## config.mk

```make
export PLATFORM = sky130hd
export DESIGN_NAME = seq_detect_ctrl
export DESIGN_NICKNAME = d
export VERILOG_FILES = /design/src/rtl/seq_detect_ctrl.sv
export SDC_FILE = /design/constraint.sdc
export NUM_CORES = 1
export LEC_CHECK = 0
export ABC_AREA = 1
export CAP_MARGIN = 5
export CORE_ASPECT_RATIO = 1.1
export CORE_UTILIZATION = 53
export CTS_CLUSTER_DIAMETER = 100
export DETAILED_ROUTE_END_ITERATION = 16
export HOLD_SLACK_MARGIN = 0.06
export PLACE_DENSITY = 0.79
export SLEW_MARGIN = 20
export SYNTH_ARGS = -nofsm -noshare
export SYNTH_HDL_FRONTEND = slang
export SYNTH_SLANG_ARGS = --single-unit
```

## constraint.sdc

```tcl
create_clock -name CLK -period 2.3 [get_ports CLK]
set_input_delay 0.69 -clock CLK [delete_from_list [all_inputs] [get_ports CLK]]
set_output_delay 0.69 -clock CLK [all_outputs]
set_load 0.02 [all_outputs]
```

## src/rtl/seq_detect_ctrl.sv

```systemverilog
// Word-to-bit serializer feeding a programmable 1..8-bit Moore pattern detector, with per-frame match count.
// Optional build macro SEQ_OVERLAP_EN: keep history/fill after a match so overlapping matches count.
module seq_detect_ctrl #(
  parameter int WORD_W = 8,
  parameter int CNT_W  = 8
) (
  input  logic              CLK,
  input  logic              R,
  input  logic              CFG_WE,
  input  logic [7:0]        CFG_PAT,
  input  logic [2:0]        CFG_LEN,
  input  logic              IN_VALID,
  input  logic [WORD_W-1:0] IN_DATA,
  input  logic              IN_LAST,
  output logic              IN_READY,
  output logic              X_OUT,
  output logic              Z,
  output logic [CNT_W-1:0]  MATCH_CNT,
  output logic              BUSY,
  output logic              DONE
);

  localparam int IDX_W = (WORD_W > 1) ? $clog2(WORD_W) : 1;

`ifdef SEQ_OVERLAP_EN
  localparam bit OVERLAP = 1'b1;
`else
  localparam bit OVERLAP = 1'b0;
`endif

  typedef enum logic [2:0] {
    S_IDLE,
    S_SHIFT,
    S_WAIT,
    S_FLUSH,
    S_DONE
  } state_t;

  state_t            state_q;
  logic [WORD_W-1:0] word_q;
  logic              last_q;
  logic [IDX_W-1:0]  idx_q;
  logic [7:0]        pat_q;
  logic [2:0]        len_q;
  logic [6:0]        hist_q;
  logic [3:0]        fill_q;
  logic              x_q;
  logic              z_q;
  logic [CNT_W-1:0]  cnt_q;
  logic              busy_q;
  logic              done_q;

  logic [7:0]        hist_d;
  logic [3:0]        fill_inc;
  logic [3:0]        fill_d;
  logic [7:0]        len_mask;
  logic              hit;
  logic [CNT_W-1:0]  cnt_d;
  logic [IDX_W-1:0]  idx_dec;
  logic              handshake;

  assign IN_READY  = !R && ((state_q == S_IDLE) || (state_q == S_WAIT));
  assign handshake = IN_VALID && IN_READY;

  // Only the 7 most recent bits need storing; the 8th comes from the bit being shifted in.
  always_comb begin
    hist_d   = {hist_q, x_q};
    fill_inc = (fill_q == 4'd8) ? 4'd8 : fill_q + 4'd1;
    len_mask = 8'hFF >> (3'd7 - len_q);
    hit      = (fill_inc > {1'b0, len_q}) && (((hist_d ^ pat_q) & len_mask) == 8'h00);
    fill_d   = (hit && !OVERLAP) ? 4'd0 : fill_inc;
    cnt_d    = cnt_q;
    if (hit && !(&cnt_q)) begin
      cnt_d = cnt_q + CNT_W'(1);
    end
    idx_dec  = idx_q - IDX_W'(1);
  end

  always_ff @(posedge CLK) begin
    if (R) begin
      state_q <= S_IDLE;
      word_q  <= '0;
      last_q  <= 1'b0;
      idx_q   <= '0;
      pat_q   <= 8'b0000_1011;
      len_q   <= 3'd3;
      hist_q  <= '0;
      fill_q  <= '0;
      x_q     <= 1'b0;
      z_q     <= 1'b0;
      cnt_q   <= '0;
      busy_q  <= 1'b0;
      done_q  <= 1'b0;
    end else begin
      z_q    <= 1'b0;
      done_q <= 1'b0;
      case (state_q)
        S_IDLE: begin
          if (CFG_WE) begin
            pat_q <= CFG_PAT;
            len_q <= CFG_LEN;
          end
          if (handshake) begin
            word_q  <= IN_DATA;
            last_q  <= IN_LAST;
            idx_q   <= IDX_W'(WORD_W - 1);
            x_q     <= IN_DATA[WORD_W-1];
            hist_q  <= '0;
            fill_q  <= '0;
            cnt_q   <= '0;
            busy_q  <= 1'b1;
            state_q <= S_SHIFT;
          end
        end
        S_SHIFT: begin
          hist_q <= hist_d[6:0];
          fill_q <= fill_d;
          z_q    <= hit;
          cnt_q  <= cnt_d;
          if (idx_q == '0) begin
            x_q     <= 1'b0;
            state_q <= last_q ? S_FLUSH : S_WAIT;
          end else begin
            idx_q <= idx_dec;
            x_q   <= word_q[idx_dec];
          end
        end
        S_WAIT: begin
          // Continuation word: detector history and count carry over.
          if (handshake) begin
            word_q  <= IN_DATA;
            last_q  <= IN_LAST;
            idx_q   <= IDX_W'(WORD_W - 1);
            x_q     <= IN_DATA[WORD_W-1];
            state_q <= S_SHIFT;
          end
        end
        S_FLUSH: begin
          done_q  <= 1'b1;
          state_q <= S_DONE;
        end
        S_DONE: begin
          busy_q  <= 1'b0;
          state_q <= S_IDLE;
        end
        default: begin
          busy_q  <= 1'b0;
          state_q <= S_IDLE;
        end
      endcase
    end
  end

  assign X_OUT     = x_q;
  assign Z         = z_q;
  assign MATCH_CNT = cnt_q;
  assign BUSY      = busy_q;
  assign DONE      = done_q;

endmodule

```

==> key figures, run 1 <==
Run status
  – Run status: finished clean

Hold path
  – Worst hold start: word_q[1]
  – Hold Path End: word_q[1]
  – Worst hold path cell count: 2
  – Min-Delay Path Class: flip-flop to flip-flop

Worst setup path
  – Reg2reg start: fill_q[0]
  – Crit path DAT: 1.53 ns
  – Req. time, crit path: 1.61 ns
  – Classification of the worst setup path: input pin to output port
  – Kind of end point of the critical path: output port
  – RR Endpoint: MATCH_CNT[0]
  – Crit path launch type: input pin
  – Maximum fanout along the worst path: 2
  – Reg2reg setup slack: 0.23 ns
  – Cells on worst reg2reg path: 15

Synth
  – Mapped Nets: 373
  – Yosys reg bits: 49
  – Syn_area_per_cell: 7.16 um^2
  – Mapped Cells: 341
  – Warnings, synthesis: 0
  – Post-synthesis sequential area ratio: 40.2%
  – Netlist cell types: 32
  – Synthesized cell area: 0.00244 mm^2

Pwr
  – P per Cell Area: 680 mW/mm^2
  – Leakage power: 1.27 nW
  – Worst vdd ir: 0.434 mV
  – Final Power: 0.00201 W

Clock tree
  – Hold buffers post-CTS: 0
  – Clock tree buffer depth: 2
  – Clock sinks: 49
  – CTS root buf: clkbuf_8
  – Skew-Pair Late Insertion Delay: 0.30 ns
  – CTS clk-pin slew, worst paths: 0.09 ns
  – H-tree depth: 2
  – CTS tree: built
  – Clock buffer count from CTS: 5

Route
  – First-pass DRT Iterations: 4
  – Initial DRC Count: 130
  – Drt wl/cell: 12.1 um
  – Total number of vias: 2287
  – Remaining routing DRC violations: 0
  – Vias/cell: 5.26
  – Post-Route WL: 5.25 mm
  – Antenna Nets Post-Route: 0

Global route
  – Met3 GRT Util: 3.75%
  – Initial antenna violation count: 0
  – Global-route wire length before repair: 8.75 mm
  – Global routing's busiest layer: met2
  – Total grt overflow: 0
  – Pin count of the biggest net entering global routing: 25
  – Number of global-route vias before repair: 2040
  – Grt met1 use: 28.3%
  – Total track usage: 23.2%
  – M2 GR Usage: 41.6%

STA
  – Slew HR: 81.1%
  – Final Max Slew Viols: 0
  – Max Freq: 0.451 GHz
  – Crit share post-route: 96.5%
  – Worst hold margin: 0.460 ns
  – Setup-failing EPs final: 0
  – Final Skew: 0.00823 ns
  – Setup TNS: 0 ns
  – Tmin final: 2.22 ns
  – Actual slew at the worst max-slew pin: 0.283 ns
  – Final Hold Vio Count: 0
  – Setup WS post-layout: 0.0810 ns
  – RSZ-0062 raised after global routing: no

Final layout
  – Area growth, synth to finish: 21.2%
  – Share of cells above drive strength 1: 8.66%
  – # diodes: 0
  – Nets: 413

Placed design
  – DP HPWL: 3.71 mm
  – DP Worst Slack: -0.358 ns
  – Routability cong.: 0.824
  – IO buf count: 36

Die
  – Die Footprint: 0.00488 mm^2
  – Die Wd: 66.7 um
  – Die height: 73.2 um
  – Initial Utilization: 56.1%
  – FP Rows: 25
  – I/O pin cnt: 37
  – Placeable Area: 0.00435 mm^2

Flow run
  – MaxCap Viol Count: 0
-- cell usage in the layout (no fill, tap or decap) --
cell type	n
nor3_1	1
nand2_4	3
nand2_2	2
buf_4	7
ha_1	8
a22oi_1	2
nor2_8	1
or2_2	2
nand4_1	1
xor2_1	2
nand3b_1	1
o32ai_1	6
dfxtp_1	49
xnor2_1	2
o211ai_1	4
nand3_2	1
clkbuf_8	6
nor2_4	4
o21ai_1	3
clkbuf_1	1
inv_1	43
nor4_1	2
inv_2	5
buf_2	1
nand2_1	81
nor2_1	24
a31oi_1	1
o21ai_0	19
nand3_1	35
a211oi_1	1
a21oi_1	27
clkdlybuf4s50_1	35
a21oi_2	1
-- cells in the mapped netlist (all sizes together) --
master / number / area [um^2]
nor3: 1 / 5.00
nand4: 1 / 6.26
nor2: 29 / 155
or2: 2 / 12.5
a31oi: 1 / 6.26
nand2: 86 / 348
o211ai: 4 / 30.0
a22oi: 2 / 15.0
buf: 5 / 28.8
inv: 48 / 180
a211oi: 1 / 7.51
nand3b: 1 / 7.51
a21oi: 28 / 144
nand3: 36 / 185
ha: 8 / 100
xor2: 2 / 17.5
o21ai: 22 / 110
o32ai: 6 / 52.6
dfxtp: 49 / 981
nor4: 2 / 12.5
clkbuf: 5 / 18.8
xnor2: 2 / 17.5
-- flip-flops by register name (all words and copies together) (netlist names), 3 cells and up --
| signal | cells |
|---|---|
| len_q | 3 |
| pat_q | 8 |
| hist_q | 7 |
| word_q | 8 |
| MATCH_CNT | 8 |
| state_q | 3 |
| fill_q | 4 |
| idx_q | 3 |
-- metal layers --
metal  share of wire (%)  vias up
li1                    -     1191
met4                 1.4        0
met5                   0        -
met1                  46     1039
met3                 3.9       10
met2                  48       47
-- cell families (layout without fill, tap and decap cells) --
kind of cell | Yosys count | in the layout | share of synthesized area (%)
buf+inv | 58 | 98 | 9.33
xor+xnor | 4 | 4 | 1.44
flops | 49 | 49 | 40.2
simple gates | 158 | 158 | 30.0
compound gates | 64 | 64 | 15.0
fa+ha+maj | 8 | 8 | 4.10
-- how the worst max path moves through the flow --
stage | from | to | slack, ns | cells after the start
after CTS | R | IN_READY | 0.07 | 3
after floorplan | fill_q[0] | MATCH_CNT[5] | 0.31 | 15
final | R | IN_READY | 0.08 | 3
after global placement | R | IN_READY | -0.37 | 3
after global routing | fill_q[0] | MATCH_CNT[4] | 0.03 | 15
after detailed placement | R | IN_READY | -0.36 | 3
-- where the power goes --
| group | internal, W | leakage [nW] | total [W] | switching [W] |
|---|---|---|---|---|
| clock | 0.000239 | 0.0443 | 0.000518 | 0.000279 |
| combinational | 0.000213 | 0.825 | 0.000508 | 0.000295 |
| sequential | 0.000920 | 0.402 | 0.000984 | 0.0000646 |
-- worst max-delay path, stage by stage --
cell	delay, ns
clkdlybuf4s50_1	0.49
nor2_4	0.17
buf_2	0.18
-- per-stage QoR --
| stage | std cells | cell area, um^2 | utilization [%] |
|---|---|---|---|
| after global placement | 428 | 2870 | 66.1 |
| after global routing | 435 | 2960 | 68.0 |
| after CTS | 435 | 2960 | 68.0 |
| after detailed placement | 428 | 2870 | 66.1 |
| after floorplan | 341 | 2440 | - |
| final | 435 | 2960 | 68.0 |
-- layout make-up --
class                           count  area, um^2
Timing Repair Buffer               43         408
Inverter                           48         180
Fill cell                         402        1390
Clock buffer                        7        86.3
Sequential cell                    49         981
Tap cell                           54        67.6
Multi-Input combinational cell    234        1230
-- timing repair --
action / 4_1_cts / 5_1_grt
pin swaps: 0 / 1
gates resized for setup: 4 / 3
setup buffers: 0 / 0
endpoints found under the setup margin: 1 / 6
endpoints found under the hold margin: 0 / 0
No activity file was read; power rests on OpenSTA's default activity.
==> inputs of run 2 (changes only) <==
--- a/config.mk
+++ b/config.mk
@@ -7,12 +7,13 @@
 export LEC_CHECK = 0
 export ABC_AREA = 1
 export CAP_MARGIN = 5
-export CORE_ASPECT_RATIO = 1.1
-export CORE_UTILIZATION = 53
+export CORE_ASPECT_RATIO = 0.75
+export CORE_UTILIZATION = 58
 export CTS_CLUSTER_DIAMETER = 100
+export CTS_CLUSTER_SIZE = 20
 export DETAILED_ROUTE_END_ITERATION = 16
 export HOLD_SLACK_MARGIN = 0.06
-export PLACE_DENSITY = 0.79
+export PLACE_DENSITY = 0.85
 export SLEW_MARGIN = 20
 export SYNTH_ARGS = -nofsm -noshare
 export SYNTH_HDL_FRONTEND = slang
==> constraint.sdc (replaced) <==
create_clock -name CLK -period 2.65 [get_ports CLK]
set_input_delay 0.795 -clock CLK [delete_from_list [all_inputs] [get_ports CLK]]
set_output_delay 0.795 -clock CLK [all_outputs]
set_load 0.02 [all_outputs]
==> run 2 against run 1 <==
  * Critical path depth stayed put
  * Final area is 0.38% higher
  * Flip-flop and latch count stayed put
  * Non-clock buffer count is 1 lower
  * Wire length is 0.13% higher
  * First-iteration DRC count is 18% higher
  * Sequential share of layout area is 0.13 points lower
  * Sequential power is 14% lower
  * Combinational power is 11% lower
  * Setup slack better by 0.067 ns
==> key figures, run 2 (synthesis results as in run 1) <==
Global route
  – Number of global-route vias before repair: 1994
  – Initial antenna violation count: 0
  – Total track usage: 25.2%
  – Total grt overflow: 0
  – Global-route wire length before repair: 8.75 mm
  – Pin count of the biggest net entering global routing: 26

Die
  – Die height: 58.2 um
  – Initial Utilization: 60.2%
  – Die Wd: 76.9 um
  – Die Footprint: 0.00448 mm^2
  – FP Rows: 20
  – Placeable Area: 0.00405 mm^2
  – I/O pin cnt: 37

Pwr
  – P per Cell Area: 590 mW/mm^2
  – Worst vdd ir: 0.369 mV
  – Leakage power: 1.27 nW

Final layout
  – Share of cells above drive strength 1: 8.40%
  – Nets: 412
  – Commonest non-fill, non-tap cell in the layout: nand2_1
  – Most frequent cells in the layout: nand2_1 (82), dfxtp_1 (49), inv_1 (43)
  – Fin cells: 436
  – Final instance area: 0.00297 mm^2
  – Fillers: 339
  – # diodes: 0
  – Finished Core Util: 73.2%
  – Area growth, synth to finish: 21.6%

STA
  – Final Max Slew Viols: 0
  – RSZ-0062 raised after global routing: no
  – Final Hold Vio Count: 0
  – Slew HR: 62.7%
  – Tmin final: 2.50 ns
  – Setup TNS: 0 ns
  – Setup-failing EPs final: 0
  – Crit share post-route: 94.4%
  – Final Skew: 0.00807 ns
  – Max Freq: 0.400 GHz
  – Actual slew at the worst max-slew pin: 0.557 ns
  – Worst hold margin: 0.461 ns

Worst setup path
  – Crit path max-delay cell type: clkdlybuf4s50_1
  – Reg2reg setup slack: 0.42 ns
  – Crit-path max cell delay: 0.46 ns
  – CP delay by family, top: buffers and inverters
  – Req. time, crit path: 1.86 ns
  – Crit path DAT: 1.71 ns
  – Cells along the critical path: clkdlybuf4s50_1 > nor2_4 > dlygate4sd2_1
  – Cells on worst reg2reg path: 16
  – Classification of the worst setup path: input pin to output port
  – Kind of end point of the critical path: output port
  – Maximum fanout along the worst path: 2
  – Reg2reg start: fill_q[0]
  – Crit path launch type: input pin
  – RR Endpoint: MATCH_CNT[7]
  – Buffers and inverters on the worst path: 2

Placed design
  – Placed inst area: 0.00288 mm^2
  – IO buf count: 36
  – DP HPWL: 3.85 mm
  – Placed Cells incl. Taps: 428
  – Routability cong.: 0.804

Clock tree
  – Skew-Pair Late Insertion Delay: 0.31 ns
  – CTS tree: built
  – Post-CTS Setup Bufs: 0
  – Clock buffer count from CTS: 5
  – Hold buffers post-CTS: 0
  – H-tree depth: 2
  – Clock tree buffer depth: 2
  – CTS clk-pin slew, worst paths: 0.10 ns
  – CTS root buf: clkbuf_8
  – Clock sinks: 49
  – Cts repair resizes: 1

Route
  – Post-Route WL: 5.25 mm
  – Total number of vias: 2271
  – Drt wl/cell: 12.0 um
  – First-pass DRT Iterations: 4
  – Vias/cell: 5.21
  – Antenna Nets Post-Route: 0
  – Initial DRC Count: 154
  – Remaining routing DRC violations: 0

Hold path
  – Worst hold start: word_q[5]
  – Min-Delay Path Class: flip-flop to flip-flop
  – Worst hold path cell count: 2
  – Hold Path End: word_q[5]

Flow run
  – MaxCap Viol Count: 0

Run status
  – Run status: finished clean
==> run 2: changes by cell type in the layout (fill, tap and decap cells not counted) <==
cell           change
clkinv_2           +1
buf_2              -1
clkbuf_8           -1
nand2_1            +1
inv_6              +1
o21ai_1            -2
o21ai_0            +2
dlygate4sd2_1      +1
buf_4              -2
buf_12             +1
nand2_2            -1
clkinvlp_4         +1
clkbuf_1           -1
==> run 2: layer usage <==
layer	vias up	share of wire (%)	GRT usage (%)
met5	-	0	0
met2	53	46	42.6
met3	11	5.0	4.72
li1	1187	-	-
met4	0	2.0	11.0
met1	1020	47	31.8
==> run 2: cell type report <==
class / count / area (um^2) / share of cell area (%)
Multi-Input combinational cell: 234 / 1230 / 41.5
Sequential cell: 49 / 981 / 33.0
Timing Repair Buffer: 42 / 417 / 14.0
Inverter: 48 / 180 / 6.07
Clock buffer: 5 / 68.8 / 2.32
Tap cell: 55 / 68.8 / 2.32
Clock inverter: 3 / 21.3 / 0.716
==> run 2: how the worst max path moves through the flow <==
stage | start | endpoint | slack (ns) | cells past startpoint
after floorplan | R | IN_READY | 0.65 | 2
after global placement | R | IN_READY | -0.12 | 3
after detailed placement | R | IN_READY | -0.13 | 3
after CTS | R | IN_READY | 0.14 | 3
after global routing | R | IN_READY | 0.09 | 3
final | R | IN_READY | 0.15 | 3
==> run 2: tightest hold or removal path, cell delays in order, from the launching register on <==
cell,delay (ns)
dfxtp_1,0.31
inv_1,0.06
a21oi_1,0.06
==> run 2: metrics by stage <==
step | setup WS [ns] | power, W
3_5_place_dp | -0.129 | 0.00131
2_1_floorplan | 0.652 | 0.00116
5_1_grt | 0.0929 | 0.00185
4_1_cts | 0.139 | 0.00175
6_report | 0.148 | 0.00175
3_3_place_gp | -0.123 | 0.00130
==> run 2: power by group <==
part / internal, W / switching (W)
combinational: 0.000187 / 0.000263
clock: 0.000188 / 0.000263
sequential: 0.000798 / 0.0000525
total: 0.00117 / 0.000578
